[config.mk]
export PLATFORM = sky130hd
export DESIGN_NAME = fpu_mul_result_buffer
export DESIGN_NICKNAME = d
export VERILOG_FILES = /design/src/rtl/fpu_mul_result_buffer.sv
export SDC_FILE = /design/constraint.sdc
export NUM_CORES = 1
export LEC_CHECK = 0
export CORE_AREA = 4 4 129 181
export DETAILED_ROUTE_END_ITERATION = 10
export DIE_AREA = 0 0 133 185
export MAX_ROUTING_LAYER = met4
export PLACE_DENSITY = 0.73
export SYNTH_ARGS = -nofsm -noshare
export SYNTH_HDL_FRONTEND = slang
export SYNTH_SLANG_ARGS = --single-unit
[constraint.sdc]
create_clock -name aclk -period 12.7 [get_ports aclk]
set_clock_uncertainty 0.2 [all_clocks]
set_input_delay 1.27 -clock aclk [delete_from_list [all_inputs] [get_ports aclk]]
set_output_delay 1.27 -clock aclk [all_outputs]
set_load 0.01 [all_outputs]
[src/rtl/fpu_mul_result_buffer.sv]
// Buffers multiplier results in a FIFO and issues operand credits so no result is ever lost.
// Latency: a result captured at edge N is visible on m_axis_* after edge N. There is no bypass path.
// Backpressure: m_axis_tready stalls the FIFO head. issue_ready withholds credit when level + inflight reaches DEPTH.
module fpu_mul_result_buffer #(
  parameter int DATA_W = 32,
  parameter int DEPTH  = 8,
  parameter int CNT_W  = $clog2(DEPTH + 1)
) (
  input  logic              aclk,
  input  logic              aresetn,
  input  logic              issue_fire,
  output logic              issue_ready,
  input  logic              s_axis_result_tvalid,
  input  logic [DATA_W-1:0] s_axis_result_tdata,
  output logic              m_axis_tvalid,
  input  logic              m_axis_tready,
  output logic [DATA_W-1:0] m_axis_tdata,
  output logic [CNT_W-1:0]  level,
  output logic [CNT_W-1:0]  inflight,
  input  logic              clear_err,
  output logic              err_overflow,
  output logic              err_credit,
  output logic              err_unexpected
);

  localparam int PTR_W = (DEPTH > 1) ? $clog2(DEPTH) : 1;
  localparam logic [CNT_W-1:0] DEPTH_CNT = CNT_W'(DEPTH);
  localparam logic [CNT_W:0]   DEPTH_SUM = (CNT_W + 1)'(DEPTH);

  logic [DATA_W-1:0] mem [DEPTH];
  logic [PTR_W-1:0]  wr_ptr;
  logic [PTR_W-1:0]  rd_ptr;
  logic [CNT_W-1:0]  level_q;
  logic [CNT_W-1:0]  inflight_q;
  logic [CNT_W:0]    credit_sum;
  logic              full;
  logic              pop;
  logic              push;
  logic              accept;
  logic              retire;
  logic              overflow_evt;
  logic              credit_evt;
  logic              unexpected_evt;

  // Every control term is derived from registered state, apart from the handshake inputs that qualify it.
  assign full           = (level_q == DEPTH_CNT);
  assign m_axis_tvalid  = (level_q != '0);
  assign pop            = m_axis_tvalid & m_axis_tready;
  assign push           = s_axis_result_tvalid & (~full | pop);
  assign credit_sum     = {1'b0, level_q} + {1'b0, inflight_q};
  assign issue_ready    = (credit_sum < DEPTH_SUM);
  assign accept         = issue_fire & issue_ready;
  assign retire         = s_axis_result_tvalid & (inflight_q != '0);
  assign overflow_evt   = s_axis_result_tvalid & full & ~pop;
  assign credit_evt     = issue_fire & ~issue_ready;
  assign unexpected_evt = s_axis_result_tvalid & (inflight_q == '0);

  // The storage array needs no reset; tdata is forced to zero whenever the FIFO is empty.
  assign m_axis_tdata = m_axis_tvalid ? mem[rd_ptr] : '0;
  assign level        = level_q;
  assign inflight     = inflight_q;

  // Write the result beat into the storage array.
  always_ff @(posedge aclk) begin
    if (push) begin
      mem[wr_ptr] <= s_axis_result_tdata;
    end
  end

  // Pointers wrap naturally because DEPTH is a power of two. The level tracks the net of push and pop.
  always_ff @(posedge aclk or negedge aresetn) begin
    if (!aresetn) begin
      wr_ptr  <= '0;
      rd_ptr  <= '0;
      level_q <= '0;
    end else begin
      if (push) begin
        wr_ptr <= wr_ptr + 1'b1;
      end
      if (pop) begin
        rd_ptr <= rd_ptr + 1'b1;
      end
      case ({push, pop})
        2'b10:   level_q <= level_q + 1'b1;
        2'b01:   level_q <= level_q - 1'b1;
        default: level_q <= level_q;
      endcase
    end
  end

  // Count products that have been issued but have not yet returned.
  always_ff @(posedge aclk or negedge aresetn) begin
    if (!aresetn) begin
      inflight_q <= '0;
    end else begin
      case ({accept, retire})
        2'b10:   inflight_q <= inflight_q + 1'b1;
        2'b01:   inflight_q <= inflight_q - 1'b1;
        default: inflight_q <= inflight_q;
      endcase
    end
  end

  // Error flags are sticky. A new event in the same cycle takes priority over clear_err.
  always_ff @(posedge aclk or negedge aresetn) begin
    if (!aresetn) begin
      err_overflow   <= 1'b0;
      err_credit     <= 1'b0;
      err_unexpected <= 1'b0;
    end else begin
      err_overflow   <= overflow_evt   | (err_overflow   & ~clear_err);
      err_credit     <= credit_evt     | (err_credit     & ~clear_err);
      err_unexpected <= unexpected_evt | (err_unexpected & ~clear_err);
    end
  end

endmodule

**Word-level counts from Yosys, hierarchy flattened**

Memories as Yosys holds them, arrays and structs flattened.
Index checks and enable logic that the tools add are counted.
W data, S select, Z words.

- Add/subtract/negate cells: 7
- $lt $le $gt $ge: 1
- Eq/ne operators: 5
- Mux-type cells: 5
- Bitwise gates (word level): 19
- Reduce and logical (&&, ||, !) cells: 5

Operators with widths:

| kind | number |
|---|---|
| $mux W32 | 1 |
| $pmux W4 S2 | 2 |
| $and A1 B1 Y1 | 11 |
| $add A4 B1 Y4 const B | 2 |
| $reduce_bool A4 Y1 | 2 |
| $sub A4 B1 Y4 const B | 2 |
| $add A3 B1 Y3 const B | 2 |
| $add A4 B4 Y5 | 1 |
| $lt A5 B4 Y1 const B | 1 |
| $eq A2 B1 Y1 const B | 2 |
| $eq A2 B2 Y1 const B | 2 |
| $eq A4 B4 Y1 const B | 1 |
| $logic_not A4 Y1 | 1 |
| $not A1 Y1 | 4 |
| $or A1 B1 Y1 | 4 |
| $reduce_bool A2 Y1 | 2 |
| $mux W1 | 2 |

- Bits in registers: 17
- Memory bits (writable): 256
- Input bits: 38
- Word-level logic and storage cells: 50
- Memories kept: 1

Memory list:

| name | depth | width | read ports | clocked after memory_dff | write ports | RTL line | text |
|---|---|---|---|---|---|---|---|
| mem | 8 | 32 | 1 | 0 | 1 | 30 | `logic [DATA_W-1:0] mem [DEPTH];` |

**Longest topological paths before layout**

Gate-level depths: netlist of run 1.

- Word-level depth: 6
- Mapped depth: 10

**Worst setup path after synthesis of run 1**

Ideal clock, no wire load.

- Path type: in2reg
- Start point: input m_axis_tready
- End point: memory mem[0][0] (enable)
- Data arrival time: 4,622 ps
- Setup slack: 7,377 ps
- Stages: 3
- Path buffers: 0
- Cells stage by stage: nand2b_1 o21ai_2 nor4_1

- Word-level cells in the longest chain between the ends: 5

RTL lines:

| element | RTL line | text |
|---|---|---|
| from (decl) | 16 | `input logic m_axis_tready,` |
| $and A1 B1 Y1 | 48 | `assign pop = m_axis_tvalid & m_axis_tready;` |
| $or A1 B1 Y1 | 49 | `assign push = s_axis_result_tvalid & (~full \| pop);` |
| $and A1 B1 Y1 | 49 |  |
| $mux W1 | 65 | `if (push) begin` |
| $mux W1 (implied by the code) | 66 | `mem[wr_ptr] <= s_axis_result_tdata;` |
| to (decl) | 30 |  |

Every way passes these cells.

**Worst setup path after layout of run 1**

- Start point: register rd_ptr[0]
- End point: output m_axis_tdata[5]

- Word-level cells in the longest chain between the ends: 2

RTL lines:

| element | RTL line | text |
|---|---|---|
| from (decl) | 32 | `logic [PTR_W-1:0] rd_ptr;` |
| from (signal assigned) | 81 | `rd_ptr <= rd_ptr + 1'b1;` |
| $mem_v2 Z8 W32 | n/a |  |
| $mux W32 | 59 | `assign m_axis_tdata = m_axis_tvalid ? mem[rd_ptr] : '0;` |
| to (decl) | 17 | `output logic [DATA_W-1:0] m_axis_tdata,` |

Every way passes these cells.

==> key figures, run 1 <==
Status
  – Outcome: completed

GRT
  – Vias in the first global route: between 5,000 and 6,000
  – Pin count of the biggest net entering global routing: 57
  – GRT Total Usage: about 17%
  – First-pass GRT wire length: 32.0 mm
  – Grt total ovfl: 0
  – Initial antenna violation count: 0

Cells and area
  – Layout net count: 630
  – Most frequent cells in the layout: edfxtp_1, clkdlybuf4s50_1, mux4_2, a22o_1, clkbuf_16
  – Area grow syn2layout: 18.8%
  – Share of layout cells above drive strength 1: 22.1%
  – Fin cells: roughly 900
  – Final Cell Area: approximately 13,000 um2
  – Commonest non-fill, non-tap cell in the layout: edfxtp_1
  – Final core occ: between 50% and 60%

Power and ir drop
  – Pwr/cell area: around 240 nW/um2
  – Final Power: approximately 3.1 mW
  – Leak: roughly 4.1 nW
  – Largest vdd supply drop: about 0.2 mV

Critical path
  – Startpoint Class: flip-flop
  – R2R depth: 8
  – Crit. End Element: output port
  – CP required: about 11,000 ps
  – Worst R2R Start: inflight[1]
  – Worst-path maximum fanout: 56
  – Worst EP arrival: roughly 3300 ps
  – Worst R2R Setup Slack: slightly above 9000 ps
  – Worst R2R End: inflight[3]
  – Crit path kind: flip-flop to output port

Detailed routing
  – DRC errors left: 0
  – WL final: 20.6 mm
  – Met2 Wirelength: approximately 11 mm
  – DR vias/cell: roughly 5.7
  – 1st-iter DRT viols: roughly 500
  – Top Metal Used: met4
  – DR WL met3: approximately 1.3 mm
  – Wl on met1: 7.74 mm
  – DR pass1 iterations: 4
  – DRT antenna net count: 0
  – WL per Instance: about 23 um
  – Vias: just over 5,000

Synth
  – Post-synth EDFFs: 256
  – Top post-synthesis cells by area: edfxtp_1, mux4_2, dfrtp_1
  – Synth area leader: edfxtp_1
  – Sequential share of the synthesized area: 75.8%
  – Cells after synthesis: ~490
  – Synthesized flop and latch total: approximately 270
  – Post-synth top area share: between 70% and 80%
  – Library cells used by synthesis: between 40 and 50
  – Ys flop type: edfxtp_1
  – Async SR Flop Fraction: just over 6%
  – Synthesized area: about 11,000 um2
  – Mapped Nets: around 540
  – Syn avg cell area: around 22 um2
  – Syn. warnings: 0

Hold path
  – Cells on Worst Hold Path: 1
  – HP Class: flip-flop to flip-flop
  – Hold Path Sink: err_credit
  – Worst Min Path Start: err_credit

Clocking
  – Post-CTS setup buffers: 0
  – Post-CTS sizing: 0
  – Total CTS buffers: 25
  – Clock latency at the later pin of the worst-skew pair: roughly 500 ps
  – H-tree levels: 1
  – # hold bufs at CTS: 0
  – CTS Sinks: about 270
  – Root Buffer Master: clkbuf_16
  – Reg clk slew, reported paths: approximately 60 ps
  – Longest Clk Path Bufs: 3
  – CTS tree: built

STA
  – Slew margin rel.: between 20 and 25%
  – Slew at the pin closest to its max-slew limit: between 1000 and 1500 ps
  – Slack of the critical path: slightly below 8000 ps
  – Final hold vios: 0
  – RSZ-0062 raised after global routing: false
  – F_max: around 210 MHz
  – Fin crit period: around 4800 ps
  – Hold Slack: 301 ps
  – Count of final setup violators: 0
  – Fin. max-slew vios: 0
  – Fin crit share: a little under two fifths
  – TNS Setup: 0 ps

Die
  – Die H: 185 um
  – Ports: 83
  – # rows: 64
  – Initial Util: approximately half
  – Total Die Area: 24,600 um2
  – Die width: 133 um
  – Core ar.: between 20,000 and 25,000 um2

Placement
  – Pre-CTS setup slack: 8270 ps
  – DP Cell Count: 850
  – Port Buffers: 82
  – Gpl congestion: 0.738
  – DP HPWL: approximately 12 mm
  – Cell Area, Placed: between 10,000 and 15,000 um2

Run
  – Max capacitance violation total: 0
-- how the worst max path moves through the flow --
stage / from / endpoint / slack [ps]
floorplan: m_axis_tready / mem[0][0] / 7380
global placement: rd_ptr[0] / m_axis_tdata[29] / 8340
detailed placement: m_axis_tready / level[3] / 8270
CTS: rd_ptr[0] / m_axis_tdata[31] / 7790
global route: rd_ptr[0] / m_axis_tdata[0] / 7660
finish: rd_ptr[0] / m_axis_tdata[5] / 7910
-- registers in the layout (all words and copies together) (netlist names) --
register,count
err_unexpected,1
mem,256
level,4
wr_ptr,3
inflight,4
err_credit,1
err_overflow,1
rd_ptr,3
-- cells by family after synthesis --
logic type | after synthesis | synth area share, %
compound gates | 52 | 4.08
xor+xnor | 9 | 0.736
fa+ha+maj | 12 | 1.47
buf+inv | 34 | 1.90
flops | 273 | 75.8
mux | 70 | 14.1
simple gates | 35 | 1.97
-- worst max-delay path: stages, from the launching register on --
cell	delay, ps
dfrtp_4	540
buf_4	880
mux4_2	600
a22o_1	270
clkdlybuf4s50_1	490
-- cells in the mapped netlist, types with 4 or more instances --
cell type / instances
dfrtp_1: 17
buf_6: 9
a22o_1: 34
nor2_1: 5
edfxtp_1: 256
mux4_2: 64
inv_1: 9
ha_1: 11
nor3_1: 4
mux2_2: 4
clkbuf_1: 8
xnor2_1: 7
buf_2: 7
nand2_1: 4
-- power breakdown --
group	internal (mW)	switching (mW)	total [mW]
combinational	0.560	0.503	1.06
sequential	1.14	0.0874	1.23
clock	0.466	0.302	0.768
total	2.17	0.893	3.06
-- metal layers --
layer / global-route usage (%) / vias to the layer above
met4: 5.49 / 0
met1: 21.5 / 2663
met2: 29.5 / 188
met3: 2.91 / 43
met5: - / -
li1: - / 2239
-- final cells by class --
type                            count  area (um2)
Antenna cell                        1        2.50
Clock buffer                       32         652
Clock inverter                     12         193
Fill cell                        1531        8980
Inverter                            9        33.8
Multi-Input combinational cell    178        2450
Sequential cell                   273        8120
Tap cell                          297         372
Timing Repair Buffer               93         903
Note: power is estimated with default switching activity, not from simulation.
==> run 2, diff against run 1 <==
--- a/config.mk
+++ b/config.mk
@@ -9,7 +9,7 @@
 export DETAILED_ROUTE_END_ITERATION = 10
 export DIE_AREA = 0 0 133 185
 export MAX_ROUTING_LAYER = met4
-export PLACE_DENSITY = 0.73
+export PLACE_DENSITY = 0.76
 export SYNTH_ARGS = -nofsm -noshare
 export SYNTH_HDL_FRONTEND = slang
 export SYNTH_SLANG_ARGS = --single-unit
==> constraint.sdc (replaced) <==
create_clock -name aclk -period 4.2 [get_ports aclk]
set_clock_uncertainty 0.2 [all_clocks]
set_input_delay 0.42 -clock aclk [delete_from_list [all_inputs] [get_ports aclk]]
set_output_delay 0.42 -clock aclk [all_outputs]
set_load 0.01 [all_outputs]
==> run 2 against run 1 <==
Die area did not move. Flip-flop and latch count did not move. Critical path depth rose by 4. Routed wire length rose by 3.4%. Combinational power rose to 3.0 times the previous value. Design area fell by 0.40%. Clock-buffer cell count fell by 3. First-iteration DRC count fell by 6.9%.
==> key figures, run 2 (synthesis results as in run 1) <==
Status
  – Outcome: completed

Cells and area
  – Area grow syn2layout: 18.3%
  – Fill cells: ~1,500
  – Max reg flops: around 260
  – Diodes inserted: 0
  – Most frequent cells in the layout: edfxtp_1, clkdlybuf4s50_1, mux4_2, a22o_1, clkbuf_16
  – Commonest non-fill, non-tap cell in the layout: edfxtp_1
  – Largest register by flop count: mem
  – Layout net count: 632
  – Share of layout cells above drive strength 1: between 20 and 25%

Detailed routing
  – DRC errors left: 0
  – DR vias/cell: about 5.7
  – DRT antenna net count: 0
  – Met2 Wirelength: 11.4 mm
  – 1st-iter DRT viols: between 400 and 500
  – WL final: 21.3 mm
  – DR WL met3: ~1.1 mm
  – Vias: 5,114
  – DR pass1 iterations: 5
  – Top Metal Used: met4
  – Wl on met1: 8.42 mm
  – WL per Instance: between 20 and 25 um

STA
  – Final hold vios: 0
  – Slew at the pin closest to its max-slew limit: roughly 760 ps
  – F_max: 268 MHz
  – Fin. max-slew vios: 0
  – RSZ-0062 raised after global routing: false
  – Fin crit share: approximately 89%
  – TNS Setup: 0 ps
  – Slew margin rel.: 47.8%
  – Count of final setup violators: 0
  – Slack of the critical path: 471 ps
  – Fin crit period: about 3700 ps

Clocking
  – Clock latency at the later pin of the worst-skew pair: roughly 510 ps
  – Reg clk slew, reported paths: 70 ps
  – Longest Clk Path Bufs: 3
  – Total CTS buffers: 24
  – CTS Sinks: roughly 270
  – Root Buffer Master: clkbuf_16
  – CTS tree: built
  – H-tree levels: 1
  – Post-CTS setup buffers: 0
  – # hold bufs at CTS: 0
  – Post-CTS sizing: 0

Die
  – # rows: 64
  – Die H: between 150 and 200 um
  – Die width: around 130 um
  – Initial Util: around half
  – Total Die Area: 24,600 um2
  – Core ar.: between 20,000 and 25,000 um2
  – Ports: slightly above 80

Critical path
  – Crit path kind: flip-flop to flip-flop
  – Worst-path maximum fanout: 9
  – CP required: around 4300 ps
  – Startpoint Class: flip-flop
  – Crit. End Element: flip-flop
  – Worst EP arrival: between 3000 and 4000 ps
  – R2R depth: 8

GRT
  – Pin count of the biggest net entering global routing: 33
  – Vias in the first global route: around 5,700
  – Initial antenna violation count: 0
  – First-pass GRT wire length: 33.2 mm
  – GRT Total Usage: between 10% and 20%
  – Grt total ovfl: 0

Placement
  – Pre-CTS setup slack: about 660 ps
  – Port Buffers: 82
  – Gpl congestion: 0.763
  – DP HPWL: around 12 mm

Run
  – Max capacitance violation total: 0

Hold path
  – HP Class: input pin to asynchronous set/reset pin

Power and ir drop
  – Leak: roughly 4 nW
  – Final Power: about 9.1 mW
  – Largest vdd supply drop: approximately 0.56 mV
  – Pwr/cell area: ~700 nW/um2
==> run 2: worst paths after layout <==
kind                           endpoint          from  slack (ps)
setup / recovery            inflight[3]   inflight[1]         470
hold / removal                rd_ptr[0]       aresetn         170
setup reg to reg            inflight[3]   inflight[1]         470
hold reg to reg            err_overflow  err_overflow         300
max in group asynchronous     rd_ptr[0]       aresetn        3060
min in group aclk            err_credit    issue_fire         290
==> run 2: power by group <==
group	switching (mW)	internal, mW	leakage, nW
Clock	0.908	1.15	0.359
Combinational	1.49	1.73	1.23
Sequential	0.339	3.45	2.53
==> run 2: layout make-up <==
type / count / area (um2) / share of cell area [%]
clock buffer: 29 / 641 / 5.06
tap: 297 / 372 / 2.93
inverter: 9 / 33.8 / 0.267
multi-input combinational: 178 / 2460 / 19.4
timing repair buffer: 96 / 951 / 7.51
sequential: 273 / 8120 / 64.1
clock inverter: 14 / 98.8 / 0.780
==> run 2: stage by stage <==
stage | hold WS [ps] | area, um2 | std cells | util, %
6_report | 169 | 12700 | 896 | 58.4
5_1_grt | 212 | 12700 | 896 | 58.4
4_1_cts | 177 | 12700 | 896 | 58.4
3_5_place_dp | 292 | 11900 | 853 | 55.0
3_3_place_gp | 282 | 11900 | 853 | 55.0
2_1_floorplan | -75.6 | 10700 | 485 | -
==> run 2: per-layer routing <==
metal / vias up / global-route usage [%]
met4: 0 / 4.70
li1: 2244 / -
met5: - / -
met1: 2691 / 22.8
met2: 158 / 31.9
met3: 21 / 2.36
==> run 2: worst max-delay path, cell delays in order, from the launching register on <==
cell and delay [ps]:
dfrtp_1 510, ha_1 290, a31o_2 230, a2111oi_0 690, nand2_1 190, ha_1 290, nand3b_1 220, a2111oi_0 670
o221ai_1 250
